## config.mk

```make
export PLATFORM = sky130hd
export DESIGN_NAME = muldiv_unit
export DESIGN_NICKNAME = d
export VERILOG_FILES = /design/src/rtl/rv32_pkg.sv /design/src/rtl/muldiv_unit.sv
export SDC_FILE = /design/constraint.sdc
export NUM_CORES = 1
export LEC_CHECK = 0
export BUFFER_PORTS_ARGS = -buffer_cell sky130_fd_sc_hd__buf_2
export CORE_MARGIN = 10
export CORE_UTILIZATION = 40
export CTS_BUF_LIST = sky130_fd_sc_hd__clkbuf_4
export DETAILED_ROUTE_END_ITERATION = 16
export GPL_TIMING_DRIVEN = 1
export PLACE_DENSITY = 0.62
export SYNTH_ARGS = -nofsm -noshare
export SYNTH_HDL_FRONTEND = slang
export SYNTH_SLANG_ARGS = --single-unit
```

## constraint.sdc

```tcl
create_clock -name i_clk -period 4.13 [get_ports i_clk]
set_clock_uncertainty 0.05 [all_clocks]
set_input_delay 0.826 -clock i_clk [delete_from_list [all_inputs] [get_ports i_clk]]
set_output_delay 0.826 -clock i_clk [all_outputs]
set_load 0.05 [all_outputs]
```

## src/rtl/rv32_pkg.sv

```systemverilog
// rtl/rv32_pkg.sv - RV32M funct3 codes, FSM state type and shared helpers
package rv32_pkg;

  localparam int XLEN = 32;

  localparam logic [2:0] F3_MUL    = 3'b000;
  localparam logic [2:0] F3_MULH   = 3'b001;
  localparam logic [2:0] F3_MULHSU = 3'b010;
  localparam logic [2:0] F3_MULHU  = 3'b011;
  localparam logic [2:0] F3_DIV    = 3'b100;
  localparam logic [2:0] F3_DIVU   = 3'b101;
  localparam logic [2:0] F3_REM    = 3'b110;
  localparam logic [2:0] F3_REMU   = 3'b111;

  typedef enum logic [1:0] {
    ST_IDLE = 2'd0,
    ST_CALC = 2'd1,
    ST_FIN  = 2'd2
  } state_t;

  function automatic logic [XLEN-1:0] twos_neg(input logic [XLEN-1:0] v);
    return ~v + {{(XLEN-1){1'b0}}, 1'b1};
  endfunction

endpackage

```

## src/rtl/muldiv_unit.sv

```systemverilog
// rtl/muldiv_unit.sv - iterative RV32M multiply/divide, fixed 33-cycle latency
// One 64-bit {hi, lo} shift register and one 33-bit adder serve both multiply and divide.
module muldiv_unit
  import rv32_pkg::*;
(
  input  logic             i_clk,
  input  logic             i_rst,
  input  logic             i_start,
  input  logic [2:0]       i_funct3,
  input  logic [XLEN-1:0]  i_rs1_data,
  input  logic [XLEN-1:0]  i_rs2_data,
  input  logic [4:0]       i_rd_addr_in,
  output logic             o_busy,
  output logic             o_done,
  output logic [4:0]       o_rd_addr,
  output logic [XLEN-1:0]  o_result
);

  state_t            r_state;
  state_t            w_next;
  logic [4:0]        r_cnt;
  logic [2:0]        r_f3;
  logic [4:0]        r_rd;
  logic [XLEN-1:0]   r_opb;
  logic [XLEN-1:0]   r_hi;
  logic [XLEN-1:0]   r_lo;
  logic [XLEN-1:0]   r_rs1;
  logic              r_neg;
  logic              r_div0;
  logic              r_ovf;
  logic [XLEN-1:0]   r_result;
  logic              r_done;

  logic              w_sa;
  logic              w_sb;
  logic              w_a_neg;
  logic              w_b_neg;
  logic [XLEN-1:0]   w_a_mag;
  logic [XLEN-1:0]   w_b_mag;
  logic              w_neg_in;
  logic              w_div0_in;
  logic              w_ovf_in;

  logic              w_div_mode;
  logic [XLEN:0]     w_add_a;
  logic [XLEN:0]     w_add_b;
  logic [XLEN+1:0]   w_sum;

  logic [2*XLEN-1:0] w_prod;
  logic [2*XLEN-1:0] w_prod_s;
  logic [XLEN-1:0]   w_quo_s;
  logic [XLEN-1:0]   w_rem_s;
  logic [XLEN-1:0]   w_fin;

  // Operand decode, only meaningful in the accept cycle
  always_comb begin
    w_sa      = (i_funct3 == F3_MULH) || (i_funct3 == F3_MULHSU) ||
                (i_funct3 == F3_DIV)  || (i_funct3 == F3_REM);
    w_sb      = (i_funct3 == F3_MULH) || (i_funct3 == F3_DIV) || (i_funct3 == F3_REM);
    w_a_neg   = w_sa & i_rs1_data[XLEN-1];
    w_b_neg   = w_sb & i_rs2_data[XLEN-1];
    w_a_mag   = w_a_neg ? twos_neg(i_rs1_data) : i_rs1_data;
    w_b_mag   = w_b_neg ? twos_neg(i_rs2_data) : i_rs2_data;
    w_neg_in  = (i_funct3 == F3_REM) ? w_a_neg : (w_a_neg ^ w_b_neg);
    w_div0_in = (i_rs2_data == '0);
    w_ovf_in  = ((i_funct3 == F3_DIV) || (i_funct3 == F3_REM)) &&
                (i_rs1_data == 32'h8000_0000) && (i_rs2_data == 32'hFFFF_FFFF);
  end

  // Multiply adds the multiplicand into hi; divide subtracts the divisor
  // from {hi, next dividend bit}. Carry-out of a subtract means no borrow.
  always_comb begin
    w_div_mode = r_f3[2];
    w_add_a    = w_div_mode ? {r_hi, r_lo[XLEN-1]} : {1'b0, r_hi};
    w_add_b    = {1'b0, r_opb};
    w_sum      = {1'b0, w_add_a}
               + {1'b0, (w_div_mode ? ~w_add_b : w_add_b)}
               + {{(XLEN+1){1'b0}}, w_div_mode};
  end

  always_comb begin
    w_prod   = {r_hi, r_lo};
    w_prod_s = r_neg ? (~w_prod + 64'd1) : w_prod;
    w_quo_s  = r_neg ? twos_neg(r_lo) : r_lo;
    w_rem_s  = r_neg ? twos_neg(r_hi) : r_hi;
    w_fin    = '0;
    case (r_f3)
      F3_MUL:                         w_fin = w_prod_s[XLEN-1:0];
      F3_MULH, F3_MULHSU, F3_MULHU:   w_fin = w_prod_s[2*XLEN-1:XLEN];
      F3_DIV, F3_DIVU: begin
        if (r_div0)     w_fin = '1;
        else if (r_ovf) w_fin = 32'h8000_0000;
        else            w_fin = w_quo_s;
      end
      default: begin
        if (r_div0)     w_fin = r_rs1;
        else if (r_ovf) w_fin = '0;
        else            w_fin = w_rem_s;
      end
    endcase
  end

  always_ff @(posedge i_clk) begin
    if (i_rst) r_state <= ST_IDLE;
    else       r_state <= w_next;
  end

  always_comb begin
    w_next = r_state;
    case (r_state)
      ST_IDLE: if (i_start) w_next = ST_CALC;
      ST_CALC: if (r_cnt == 5'd31) w_next = ST_FIN;
      ST_FIN:  w_next = ST_IDLE;
      default: w_next = ST_IDLE;
    endcase
  end

  always_comb begin
    o_busy = (r_state == ST_CALC) || (r_state == ST_FIN);
  end

  always_ff @(posedge i_clk) begin
    if (i_rst) begin
      r_cnt    <= '0;
      r_f3     <= '0;
      r_rd     <= '0;
      r_opb    <= '0;
      r_hi     <= '0;
      r_lo     <= '0;
      r_rs1    <= '0;
      r_neg    <= 1'b0;
      r_div0   <= 1'b0;
      r_ovf    <= 1'b0;
      r_result <= '0;
      r_done   <= 1'b0;
    end else begin
      r_done <= 1'b0;
      case (r_state)
        ST_IDLE: begin
          if (i_start) begin
            r_cnt  <= '0;
            r_f3   <= i_funct3;
            r_rd   <= i_rd_addr_in;
            r_opb  <= w_b_mag;
            r_hi   <= '0;
            r_lo   <= w_a_mag;
            r_rs1  <= i_rs1_data;
            r_neg  <= w_neg_in;
            r_div0 <= w_div0_in;
            r_ovf  <= w_ovf_in;
          end
        end
        ST_CALC: begin
          r_cnt <= r_cnt + 5'd1;
          if (w_div_mode) begin
            if (w_sum[XLEN+1]) begin
              r_hi <= w_sum[XLEN-1:0];
              r_lo <= {r_lo[XLEN-2:0], 1'b1};
            end else begin
              r_hi <= w_add_a[XLEN-1:0];
              r_lo <= {r_lo[XLEN-2:0], 1'b0};
            end
          end else if (r_lo[0]) begin
            r_hi <= w_sum[XLEN:1];
            r_lo <= {w_sum[0], r_lo[XLEN-1:1]};
          end else begin
            r_hi <= {1'b0, r_hi[XLEN-1:1]};
            r_lo <= {r_hi[0], r_lo[XLEN-1:1]};
          end
        end
        ST_FIN: begin
          r_result <= w_fin;
          r_done   <= 1'b1;
        end
        default: ;
      endcase
    end
  end

  assign o_done    = r_done;
  assign o_result  = r_result;
  assign o_rd_addr = r_rd;

endmodule

```

==> Yosys cells after proc, flatten, opt, wreduce, memory -nomap -nowiden <==
Index checks and enable logic that the tools add are counted.
{ "word_totals": {"romBits": 0, "memories": 0, "mem_bits_rw": 0, "regBits": 179, "out_inout_bits": 39, "wordCells": 93, "inputBits": 75, "latchBits": 0} }
{ "op_classes": {"shifts": 0, "add_sub_neg": 8, "n_mux": 29, "n_div": 0, "magnitude_cmp": 0, "eq_ne": 16, "n_bitwise": 9, "mul": 0, "reduce_logical": 18} }
{ "op_table": {"columns": ["operator", "n"], "rows": [
  ["$mux W32", 15],
  ["$add A32 B1 Y32 const B", 4],
  ["$not A32 Y32", 4],
  ["$pmux W32 S2", 2],
  ["$pmux W32 S3", 1],
  ["$mux W33", 2],
  ["$add A64 B1 Y64 const B", 1],
  ["$eq A32 B32 Y1 const B", 2],
  ["$mux W64", 1],
  ["$not A64 Y64", 1],
  ["$add A33 B33 Y34", 1],
  ["$add A34 B1 Y34", 1],
  ["$not A32 Y33", 1],
  ["$logic_not A32 Y1", 1],
  ["$eq A3 B3 Y1 const B", 4],
  ["$pmux W5 S2", 1],
  ["$eq A3 B2 Y1 const B", 3],
  ["$logic_or A1 B1 Y1", 7],
  ["$eq A3 B1 Y1 const B", 2],
  ["$reduce_and A2 Y1", 3],
  ["$add A5 B1 Y5 const B", 1],
  ["$eq A5 B5 Y1 const B", 1],
  ["$mux W5", 1],
  ["$mux W2", 2],
  ["other kinds (13)", 18]
]} }

==> Depth between registers and ports, before layout <==
{ "logic_depth": {"word_depth": 8, "depth_mapped": 18, "ltp_nobuf": 12} }

==> Least setup slack after synthesis <==
Ideal clock, no wire load.
{ "synth_path": {"path_type": "register -> register", "start": "reg r_f3[2]", "end": "reg r_hi[31]", "arrival_ns": 4.440, "setup_slack_ns": -0.455, "path_stages_with_launch": 17, "n_path_buf": 5, "period_less_slack_ns": 4.585, "required_ns": 3.985, "path_cell_list": "dfxtp_1 -> clkbuf_1 -> clkbuf_1 -> buf_1 -> clkbuf_1 -> clkbuf_1 -> xor2_1 -> ha_1 -> nand3_1 -> o32ai_1 -> a21oi_1 -> o41a_1 -> o41ai_1 -> a41oi_1 -> xnor2_1 -> o21ai_0 -> a221oi_1"} }
{ "synth_between": {"elab_chain_len": 6, "word_cells_on_any_way": 8} }
{ "synth_rtl": {"columns": ["item", "line", "source"], "rows": [
  ["start, declared", "muldiv_unit.sv:22", "logic [2:0] r_f3;"],
  ["start signal, assigned", "muldiv_unit.sv:142", "r_f3 <= i_funct3;"],
  ["$mux W33, on equally long branches", "muldiv_unit.sv:74, muldiv_unit.sv:77", null],
  ["$add A33 B33 Y34", "muldiv_unit.sv:77", "+ {1'b0, (w_div_mode ? ~w_add_b : w_add_b)}"],
  ["$add A34 B1 Y34", "muldiv_unit.sv:78", "+ {{(XLEN+1){1'b0}}, w_div_mode};"],
  ["$mux W32, on equally long branches", "muldiv_unit.sv:163, muldiv_unit.sv:156", null],
  ["$mux W32 *", "muldiv_unit.sv:155", "if (w_div_mode) begin"],
  ["$pmux W32 S2 *", "muldiv_unit.sv:138", "case (r_state)"],
  ["end signal, assigned", "muldiv_unit.sv:157", "r_hi <= w_sum[XLEN-1:0];"],
  ["end signal, assigned", "muldiv_unit.sv:164", "r_hi <= w_sum[XLEN:1];"],
  ["end signal, assigned", "muldiv_unit.sv:167", "r_hi <= {1'b0, r_hi[XLEN-1:1]};"],
  ["end, declared", "muldiv_unit.sv:25", "logic [XLEN-1:0] r_hi;"]
]} }
Every way passes the cells marked *; elsewhere a longest branch is shown, timed or not.
A chain may end at the register's enable or synchronous reset.

==> Worst setup path after layout <==
{ "layout_path": {"start": "reg r_hi[1]", "end": "reg r_result[25], in the netlist o_result[25]"} }
{ "layout_between": {"elab_chain_len": 6, "word_cells_on_any_way": 9} }
{ "layout_rtl": {"columns": ["item", "line", "source"], "rows": [
  ["start signal, assigned", "muldiv_unit.sv:157", null],
  ["start signal, assigned", "muldiv_unit.sv:160", "r_hi <= w_add_a[XLEN-1:0];"],
  ["start signal, assigned", "muldiv_unit.sv:164", null],
  ["$not A32 Y32", "rv32_pkg.sv:22", "return ~v + {{(XLEN-1){1'b0}}, 1'b1};"],
  ["$add A32 B1 Y32", "rv32_pkg.sv:22", null],
  ["$mux W32", "muldiv_unit.sv:85", "w_rem_s = r_neg ? twos_neg(r_hi) : r_hi;"],
  ["$mux W32", "muldiv_unit.sv:97", "else if (r_ovf) w_fin = '0;"],
  ["$mux W32", "muldiv_unit.sv:96", "if (r_div0) w_fin = r_rs1;"],
  ["$pmux W32 S3 *", "muldiv_unit.sv:87", "case (r_f3)"],
  ["end signal, assigned", "muldiv_unit.sv:172", "r_result <= w_fin;"],
  ["end, declared", "muldiv_unit.sv:31", "logic [XLEN-1:0] r_result;"]
]} }
Marks and branches as above.

==> impl_metrics.tcl <==
set metrics [dict create \
    synthesis.instances 1903 \
    drt-initial-drc-count 1374 \
    rsz0062_at_grt "no" \
    synth-edff-count 0 \
    die_area_um2 43400 \
    ys.flop_type "dfxtp_1" \
    dp_slack_ns 0.289 \
    final-max-slew-violation-count 0 \
    grt_max_degree 74 \
    yosysWarnings 0 \
    ctsLongestPathBuffers 2 \
    grt_pass1_wl_um 78800 \
    finalCriticalPeriod_ns 3.90 \
    wl_per_cell_um 20.7 \
    antenna_found_initial 1 \
    fin_crit_sh_pct 94.4 \
    final_common_cell "nand2_1" \
    synth_seq_cells 179 \
    routabilityCongestion 0.972 \
    syn_nets 2020 \
    yosysTopAreaCell "dfxtp_1" \
    mostFrequentLayoutCells "nand2_1 (270), dfxtp_1 (177), a21oi_1 (151), nor2_1 (133), o21ai_0 (115)" \
    hold_violations 0 \
    syn_area_um2 14200 \
    holdPathStages 3 \
    critPathArrivalTime_ns 4.40 \
    first_global_vias 13764 \
    core_area_um2 34800 \
    synth_top_area_share_pct 25.3 \
    start_util_pct 40.7 \
    worstPathRequired_ns 4.63 \
    yosysUniqueCellTypes 72 \
    viasPerCell 6.01 \
    holdWs_ns 0.359 \
    grt_usage_pct 22.1 \
    drc_errors 0 \
    num-nets-final 2054 \
    die_h_um 208 \
    place_inst 2372 \
    root_buffer "clkbuf_4" \
    cp-start-kind "flop" \
    cap_violations 0 \
    relSlewSlack_pct 45.6 \
    worst_slew_pin_slew_ns 0.816 \
    pin_count 114 \
    layout-drive-gt1-share_pct 14.3 \
    rows 68 \
    nFillCells 3578 \
    vias 14472 \
    cts_inserted_buffers 17 \
    vdd_ir_drop_max_v 0.000215 \
    synthTopCellsByArea "dfxtp_1 (25%), nand2_1 (7.2%), xor2_1 (6.4%)" \
    clkLatencyLatePin_ns 0.64 \
    end_kind "flop" \
    setup_viol 0 \
    cts-htree-levels 4 \
    area.growth.synth_to_final_pct 9.64 \
    clk_pin_slew_ns 0.16 \
    reg2reg_depth 9 \
    routed_wl_um 49800 \
    ant_nets 0 \
    synth.avg_cell_area_um2 7.45 \
    cts_tree "yes" \
    hold_path.class "input port to flop" \
    setup_tns_ns 0 \
    cts_hold_buf 0 \
    layoutNonFillerInstCount 2406 \
    postSynth.asyncResetShare_pct 0 \
    fin_ws_ns 0.233 \
    numClockSinks 179 \
    status "finished, final reports clean" \
    path_class "flop to flop" \
    first_pass_iters 5 \
    power_density_nw_per_um2 298 \
    gr-total-overflow 0 \
    hpwl_um 37900 \
    portBuffers 113 \
    ys_seq_area_share_pct 25.3 \
    clock.fmax_ghz 0.257 \
    die_w_um 208 \
    critical_path.max_fanout 7 \
    total_leakage_power_nw 6.10 \
]
flip-flops by register name, summed over array words and instances (netlist names):
name	count
o_rd_addr	5
o_result	32
r_opb	32
r_f3	3
r_cnt	5
o_done	1
r_hi	32
r_neg	1
r_div0	1
r_rs1	32
r_state	2
r_ovf	1
r_lo	32
critical path, cell delays in order (launching register included):
cell	delay, ns
dfxtp_1	0.41
or4_1	0.54
or4b_1	0.62
or4b_1	0.66
or2_2	0.37
nand2b_1	0.18
and3_1	0.19
nor4_1	0.48
a211oi_1	0.10
o31ai_1	0.22
cell families after synthesis:
logic type | count (synthesis) | share of synthesized area [%]
AO/OA/AOI/OAI | 578 | 27.2
XOR/XNOR | 203 | 12.5
adder cells (fa/ha/maj) | 42 | 3.76
buffers and inverters | 208 | 5.60
flip-flops | 179 | 25.3
multiplexers | 69 | 5.18
AND/OR/NAND/NOR | 624 | 20.5
cell type report:
cell class              count  area (um^2)  share of cell area [%]
repair buffers            189         1140                    7.35
flip-flops and latches    179         3590                    23.1
clock buffers              19          143                   0.918
multi-input cells        1516         9840                    63.3
diodes                      1         2.50                  0.0161
inverters                  34          128                   0.821
clock inverters            13          135                   0.869
well taps                 455          569                    3.66
repair_timing:
item | CTS | global route
gates resized for setup | 0 | 1
setup buffers | 0 | 1
setup endpoints to repair | 0 | 5
power by group:
group          leakage, nW  total, mW  switching, mW  internal, mW
clock                0.145       1.06          0.684         0.373
sequential            1.46       1.99          0.157          1.83
combinational         4.50       1.58          0.988         0.592
synthesized netlist by cell type, types with 35 or more instances:
library cell    n
nor2_1        134
a21oi_1       152
clkbuf_1      151
ha_1           41
o21ai_0       117
dfxtp_1       179
a221oi_1       39
xor2_1        103
a211oi_1       50
nand2_1       271
xnor2_1       100
mux2_2         35
worst paths after layout:
check / from / to / slack (ns)
setup reg to reg: r_hi[1]$_SDFFE_PP0P_ / o_result[25]$_SDFFE_PP0P_ / 0.23
setup / recovery: r_hi[1]$_SDFFE_PP0P_ / o_result[25]$_SDFFE_PP0P_ / 0.23
hold / removal: i_rd_addr_in[0] / o_rd_addr[0]$_SDFFE_PP0P_ / 0.36
hold reg to reg: o_rd_addr[4]$_SDFFE_PP0P_ / o_rd_addr[4]$_SDFFE_PP0P_ / 0.41
metal layers:
layer / up-vias / routed length [um] / track usage, %
met2: 498 / 22800 / 35.0
li1: 6995 / - / -
met4: 0 / 922 / 5.95
met1: 6922 / 22900 / 30.2
met3: 57 / 3100 / 3.50
met5: - / 0 / 0
per-stage QoR:
stage	area [um^2]	util, %	total power, mW
finish	15500	44.7	4.63
CTS	15500	44.6	4.63
floorplan	14200	-	3.09
detailed placement	15300	43.8	3.57
global route	15500	44.7	4.88
global placement	15300	43.8	3.56
No activity file was read; power rests on OpenSTA's default activity.
